`config.mk`:
```
export PLATFORM = sky130hd
export DESIGN_NAME = bk_sram_arbiter
export DESIGN_NICKNAME = d
export VERILOG_FILES = /design/src/rtl/bk_sram_arbiter.sv
export SDC_FILE = /design/constraint.sdc
export NUM_CORES = 1
export LEC_CHECK = 0
export ABC_AREA = 0
export BUFFER_PORTS_ARGS = -buffer_cell sky130_fd_sc_hd__buf_2
export CAP_MARGIN = 15
export CORE_MARGIN = 4
export CORE_UTILIZATION = 40
export CTS_BUF_LIST = sky130_fd_sc_hd__clkbuf_4
export DETAILED_ROUTE_END_ITERATION = 7
export PLACE_DENSITY = 0.69
export SLEW_MARGIN = 20
export SYNTH_ARGS = -nofsm -noshare
export SYNTH_HDL_FRONTEND = slang
export SYNTH_SLANG_ARGS = --single-unit
export TNS_END_PERCENT = 1
```
`constraint.sdc`:
```
create_clock -name m_clock -period 2.7 [get_ports m_clock]
set_input_delay 0.135 -clock m_clock [delete_from_list [all_inputs] [get_ports m_clock]]
set_output_delay 0.135 -clock m_clock [all_outputs]
set_load 0.1 [all_outputs]
```
`src/rtl/bk_sram_arbiter.sv`:
```
// Arbitrates one 16-bit async SRAM between the BK CPU bus and the video fetcher.
// Every access is one IDLE grant cycle followed by ACC_CYCLES cycles with the strobes held.
module bk_sram_arbiter #(
    parameter int ACC_CYCLES = 2
) (
    input  logic        m_clock,
    input  logic        p_reset,
    input  logic        cpu_rd,
    input  logic        cpu_wt,
    input  logic        cpu_byte,
    input  logic [15:0] cpu_adr,
    input  logic [15:0] cpu_dout,
    output logic [15:0] cpu_din,
    output logic        cpu_rdy,
    input  logic        vid_req,
    input  logic [13:0] vid_adr,
    output logic        vid_ack,
    output logic [15:0] vid_data,
    output logic [14:0] sram_a,
    output logic [15:0] sram_d_o,
    output logic        sram_d_oe,
    input  logic [15:0] sram_d_i,
    output logic        sram_oe_n,
    output logic        sram_we_n,
    output logic        sram_ub_n,
    output logic        sram_lb_n
);

    localparam logic [3:0] ACC_LAST = 4'(ACC_CYCLES);

    typedef enum logic {IDLE, ACCESS} state_t;

    state_t     state, state_nx;
    logic [3:0] cnt;
    logic       last_vid, cur_vid, cur_wr;
    logic       cpu_req, cpu_pend;
    logic       grant_cpu, grant_vid, acc_end;

    assign cpu_req  = cpu_rd | cpu_wt;
    assign cpu_pend = cpu_req & ~cpu_rdy;

    always_ff @(posedge m_clock or posedge p_reset) begin
        if (p_reset) state <= IDLE;
        else         state <= state_nx;
    end

    // On contention the requester that was not served last wins.
    always_comb begin
        state_nx  = state;
        grant_vid = 1'b0;
        grant_cpu = 1'b0;
        acc_end   = 1'b0;
        case (state)
            IDLE: begin
                if (vid_req && (!cpu_pend || !last_vid)) grant_vid = 1'b1;
                else if (cpu_pend)                       grant_cpu = 1'b1;
                if (grant_vid || grant_cpu) state_nx = ACCESS;
            end
            ACCESS: begin
                if (cnt == ACC_LAST) begin
                    acc_end  = 1'b1;
                    state_nx = IDLE;
                end
            end
            default: state_nx = IDLE;
        endcase
    end

    always_ff @(posedge m_clock or posedge p_reset) begin
        if (p_reset) begin
            cnt       <= '0;
            last_vid  <= 1'b0;
            cur_vid   <= 1'b0;
            cur_wr    <= 1'b0;
            cpu_rdy   <= 1'b0;
            cpu_din   <= '0;
            vid_ack   <= 1'b0;
            vid_data  <= '0;
            sram_a    <= '0;
            sram_d_o  <= '0;
            sram_d_oe <= 1'b0;
            sram_oe_n <= 1'b1;
            sram_we_n <= 1'b1;
            sram_ub_n <= 1'b1;
            sram_lb_n <= 1'b1;
        end else begin
            vid_ack <= 1'b0;
            if (!cpu_req) cpu_rdy <= 1'b0;

            if (grant_vid) begin
                sram_a    <= {2'b01, vid_adr[12:0]};
                sram_d_o  <= cpu_dout;
                sram_d_oe <= 1'b0;
                sram_oe_n <= 1'b0;
                sram_we_n <= 1'b1;
                sram_ub_n <= 1'b0;
                sram_lb_n <= 1'b0;
                cur_vid   <= 1'b1;
                cur_wr    <= 1'b0;
                last_vid  <= 1'b1;
                cnt       <= 4'd1;
            end else if (grant_cpu) begin
                // A simultaneous rd+wt is a write; byte lane picked by adr[0].
                sram_a    <= cpu_adr[15:1];
                sram_d_o  <= cpu_dout;
                sram_d_oe <= cpu_wt;
                sram_oe_n <= cpu_wt;
                sram_we_n <= 1'b1;
                sram_ub_n <= cpu_wt & cpu_byte & ~cpu_adr[0];
                sram_lb_n <= cpu_wt & cpu_byte & cpu_adr[0];
                cur_vid   <= 1'b0;
                cur_wr    <= cpu_wt;
                last_vid  <= 1'b0;
                cnt       <= 4'd1;
            end else if (acc_end) begin
                sram_d_oe <= 1'b0;
                sram_oe_n <= 1'b1;
                sram_we_n <= 1'b1;
                sram_ub_n <= 1'b1;
                sram_lb_n <= 1'b1;
                if (cur_vid) begin
                    vid_data <= sram_d_i;
                    vid_ack  <= 1'b1;
                end else if (cpu_req) begin
                    cpu_rdy <= 1'b1;
                    if (!cur_wr) cpu_din <= sram_d_i;
                end
            end else if (state == ACCESS) begin
                // Write enable opens one cycle after address/data settle.
                cnt <= cnt + 4'd1;
                if (cur_wr) sram_we_n <= 1'b0;
            end
        end
    end

endmodule

```
== Yosys cells after proc, flatten, opt, wreduce, memory -nomap -nowiden ==
Cells that the tools add are included.
Storage, ports and cells
  flip-flop bits (word level): 77
  bits in latches: 0
  memory bits (writable): 0
  bits in read-only memories: 0
  input bits: 68
  logic and storage cells: 93
  memories: 0
Operators by class
  add/subtract/negate cells: 1
  multiply operators: 0
  div/mod/pow operators: 0
  magnitude comparators: 0
  eq/ne operators: 2
  shift operators: 0
  muxes and demuxes: 49
  bitwise logic cells: 12
  reduce and logical (&&, ||, !) cells: 14
Operators with widths (count)
  $mux 1: 40
  $mux 16: 2
  $mux 15: 2
  $mux 4: 4
  $reduce_bool 4->1: 2
  $not 1->1: 7
  $reduce_and 6->1: 1
  $reduce_bool 3->1: 2
  $add 4x1->4 const B: 1
  $and 1x1->1: 4
  $eq 4x2->1 const B: 1
  $reduce_and 2->1: 2
  $reduce_and 4->1: 1
  $ne 3x3->1 const B: 1
  $logic_not 1->1: 2
  $logic_or 1x1->1: 2
  $pmux 1 s2: 1
  $reduce_bool 2->1: 1
  $logic_and 1x1->1: 1
  $or 1x1->1: 1

== Depth between registers and ports, before layout ==
  word-level depth: 10
  depth in mapped cells: 8
  depth with buffers taken out: 6

== Worst setup path after synthesis ==
No wires, ideal clock.
  path kind: reg2reg
  from: register cpu_rdy
  to: register sram_lb_n
  library setup time: 62 ps
  data arrival time: 2096 ps
  required time: 2638 ps
  setup slack: 543 ps
  stages on the path, launching flop included: 7
  path buffers: 2
  path through: dfrtp_1 -> o21bai_1 -> a21o_1 -> clkbuf_1 -> clkbuf_1 -> o21ai_0 -> nand2_1
Between the ends
  longest elaborated chain between the ends: 10
RTL lines
  from (decl): line 14  | output logic cpu_rdy,
  from (signal assigned): line 75  | cpu_rdy <= 1'b0;
  from (signal assigned): line 88  | if (!cpu_req) cpu_rdy <= 1'b0;
  from (signal assigned): line 125  | cpu_rdy <= 1'b1;
  $not 1->1 (*): line 40  | assign cpu_pend = cpu_req & ~cpu_rdy;
  $and 1x1->1 (*): line 40
  $logic_not 1->1: line 55  | if (vid_req && (!cpu_pend || !last_vid)) grant_vid = 1'b1;
  $logic_or 1x1->1: line 55
  $logic_and 1x1->1: line 55
  $mux 1: line 55
  $mux 1 (2 in series): line 53  | case (state)
  $mux 1: line 102  | end else if (grant_cpu) begin
  $mux 1: line 90  | if (grant_vid) begin
  to (signal assigned): line 110  | sram_lb_n <= cpu_wt & cpu_byte & cpu_adr[0];
  to (decl): line 26  | output logic sram_lb_n
Every way passes the cells marked *; elsewhere a longest branch is shown, timed or not. The select of a mux whose other input is x is not followed.
A chain may end at the register's enable or synchronous reset.

== Worst setup path after layout ==
  from: register cnt[0]
  to: register cpu_din[4]
Between the ends
  longest elaborated chain between the ends: 4
RTL lines
  from (decl): line 34  | logic [3:0] cnt;
  from (signal assigned): line 130  | cnt <= cnt + 4'd1;
  $eq 4x2->1: line 60  | if (cnt == ACC_LAST) begin
  $mux 1: line 60
  $mux 1: line 53
  $reduce_and 6->1 (no line)
  to (signal assigned): line 126  | if (!cur_wr) cpu_din <= sram_d_i;
  to (decl): line 13  | output logic [15:0] cpu_din,
No other way between the ends.

==> summary.txt <==
Status
  – Status: complete, no violations

Finish
  – Most common cell after layout, fill and taps aside: buf_2
  – Diode count: 0
  – # nets final: 525
  – Area of the multi-input gates: 1120 um2
  – Post-layout util: 0.5876
  – Register Area: 1932 um2
  – Layout overhead on the synthesized area: 44.05%
  – Share of layout cells above drive strength 1: 0.4401
  – Filler cell count: 659
  – Most frequent cells in the layout: buf_2 (136), dfrtp_1 (73), nand2_1 (70)

Critical path
  – R2R Path End: cpu_din[4]
  – Startpoint Class: register
  – FF-to-FF setup slack: 450 ps
  – Req. time, crit path: 3010 ps
  – Critical-path top delay cell: dfrtp_1
  – Critical Path, Cell by Cell: inv_1 > ha_1 > nor3b_2 > and2_1 > nor4b_4 > buf_4 > mux2_2
  – Worst Setup SP: cnt[0]
  – Worst Path Max Fanout: 16
  – Critical Path Sink Type: register
  – R2R depth: 7
  – WS Path Type: register to register
  – R2r startpoint: cnt[0]
  – Crit path DAT: 2560 ps
  – Crit-path max cell delay: 420 ps

Die
  – Initial Utilization: 0.4079
  – Row cnt: 32
  – Die ar.: 9319 um2
  – Core area: 7687 um2
  – DIE WIDTH: 96.54 um
  – Die Y: 96.54 um
  – I/O Pins: 138

Global routing
  – GRT Total Usage: 0.1786
  – Antenna violations before repair: 0
  – Grt total ovfl: 0
  – First-pass GRT wire length: 12830 um
  – Vias in the first global route: 2703
  – Largest net degree at the start of global routing: 48

Clock network
  – Clock root cell: clkbuf_4
  – Worst skew pair latency: 400 ps
  – Maximum buffer depth of the clock tree: 2
  – H-tree lvl count: 3
  – CTS sink cnt: 77
  – CTS clk-pin slew, worst paths: 130 ps
  – TritonCTS Buffers: 9
  – TritonCTS clock tree: done

Placement
  – DP HPWL: 5497 um
  – Placer congestion estimate: 0.7735
  – Port bufs: 136

Hold path
  – Hold endpoint: sram_a[0]
  – Hold path startpoint: vid_adr[0]
  – Hold WC Path Type: input pin to register
  – Hold depth: 3

Yosys
  – Async set or reset register ratio after synthesis: 1.000
  – Synth unique cells: 32
  – Syn Nets: 341
  – Post-synth EDFFs: 0
  – Post-synth top area cell: dfrtp_1
  – Share of the synthesized area in the top cell type: 0.5826
  – Instance count of the mapped netlist: 271
  – YS warnings: 0
  – Main flop type after synthesis: dfrtp_1
  – FF+latch count, synth: 77
  – Post-Syn Area: 3136 um2
  – Sequential-to-total area share from yosys stat: 0.6161
  – Syn avg cell area: 11.57 um2
  – Largest cells by area after synthesis: dfrtp_1 (58%), nand2_1 (8.4%), mux2_2 (8.3%), mux2_4 (4.8%), o21ai_0 (3.5%)

Detailed routing
  – # DRC: 0
  – Per-cell routed wire length: 14.41 um
  – Via count: 2645
  – Vias per inst: 4.715
  – Starting DRT DRC Count: 75
  – WL final: 8084 um
  – Antenna-violating nets left: 0
  – Initial DRT Pass Iterations: 6

Timing
  – Clock Skew: 13.55 ps
  – Slew @ Worst Pin: 764.4 ps
  – RSZ-0062 raised after global routing: no
  – Highest clock rate: 0.4449 GHz
  – Final setup violation count: 0
  – Hold slack: 24.10 ps
  – Post-route setup TNS: 0 ps
  – Slew headroom: 0.4898
  – Final period util: 0.8324
  – Final min period: 2248 ps
  – Final Hold Viols: 0
  – Fin. max-slew vios: 0

Job
  – Max Cap Viol: 0
## synth_stat cells (2+ instances only)
master and count:
a21o_1 2, a21oi_1 5, a22o_1 2, clkbuf_1 10
dfrtp_1 73, dfstp_2 4, ha_1 2, inv_1 6
mux2_2 23, mux2_4 10, nand2_1 70, nand2b_1 2
nand3_1 5, nor2_1 6, o21ai_0 22, o22ai_1 13
## kinds of logic (layout without fill, tap and decap cells)
logic type	after synthesis	count (layout)	share of synthesized area
buffers and inverters	19	207	0.02674
AOI/OAI and AO/OA	50	50	0.09378
DFF	77	77	0.6161
adders and majority gates	2	2	0.007980
and+or+nand+nor	90	90	0.1249
muxes	33	33	0.1305
## timing repair
action / CTS / global route
endpoints found under the hold margin: 100 / 0
gates resized for setup: 0 / 0
buffers inserted: 0 / 0
hold buffers: 41 / 0
## worst max path at each step
stage	to	slack [ps]	cells after the start
5_1_grt	cpu_din[8]	210	7
2_1_floorplan	sram_lb_n	540	6
6_report	cpu_din[4]	450	7
4_1_cts	cpu_din[5]	420	7
3_3_place_gp	cpu_din[5]	500	7
3_5_place_dp	cpu_din[4]	420	7
## metrics by stage
step           setup WS (ps)  cells  cell area (um2)
6_report               452.4    561             4517
5_1_grt                212.1    561             4517
4_1_cts                417.6    561             4517
3_5_place_dp           421.2    505             3951
3_3_place_gp           503.9    505             3951
2_1_floorplan          542.5    271             3136
## layout make-up
type,instances,area share
Clock buffer,9,0.01496
Multi-Input combinational cell,175,0.2479
Sequential cell,77,0.4277
Clock inverter,6,0.01939
Tap cell,102,0.02825
Timing Repair Buffer,186,0.2565
Inverter,6,0.005263
## sequential cells by signal, summed over array words and instances (netlist names), 4 cells and up
name,count
sram_a,15
vid_data,16
cpu_din,16
cnt,4
sram_d_o,16
## worst max-delay path, delay by kind of cell (launching register included)
family / cells / cell delay, ps
AND/OR/NAND/NOR: 3 / 780
buffers and inverters: 2 / 420
flip-flops: 1 / 420
multiplexers: 1 / 370
adder cells (fa/ha/maj): 1 / 160
## layer usage
layer	GRT usage	vias up	part of all wire
li1	-	1296	-
met1	0.2151	1241	0.41
met2	0.3098	93	0.51
met3	0.04260	15	0.061
met4	0.06659	0	0.022
met5	0	-	0
Power is not shown: default switching activity piles up to over one toggle a cycle in this logic, so the estimate is an artifact.
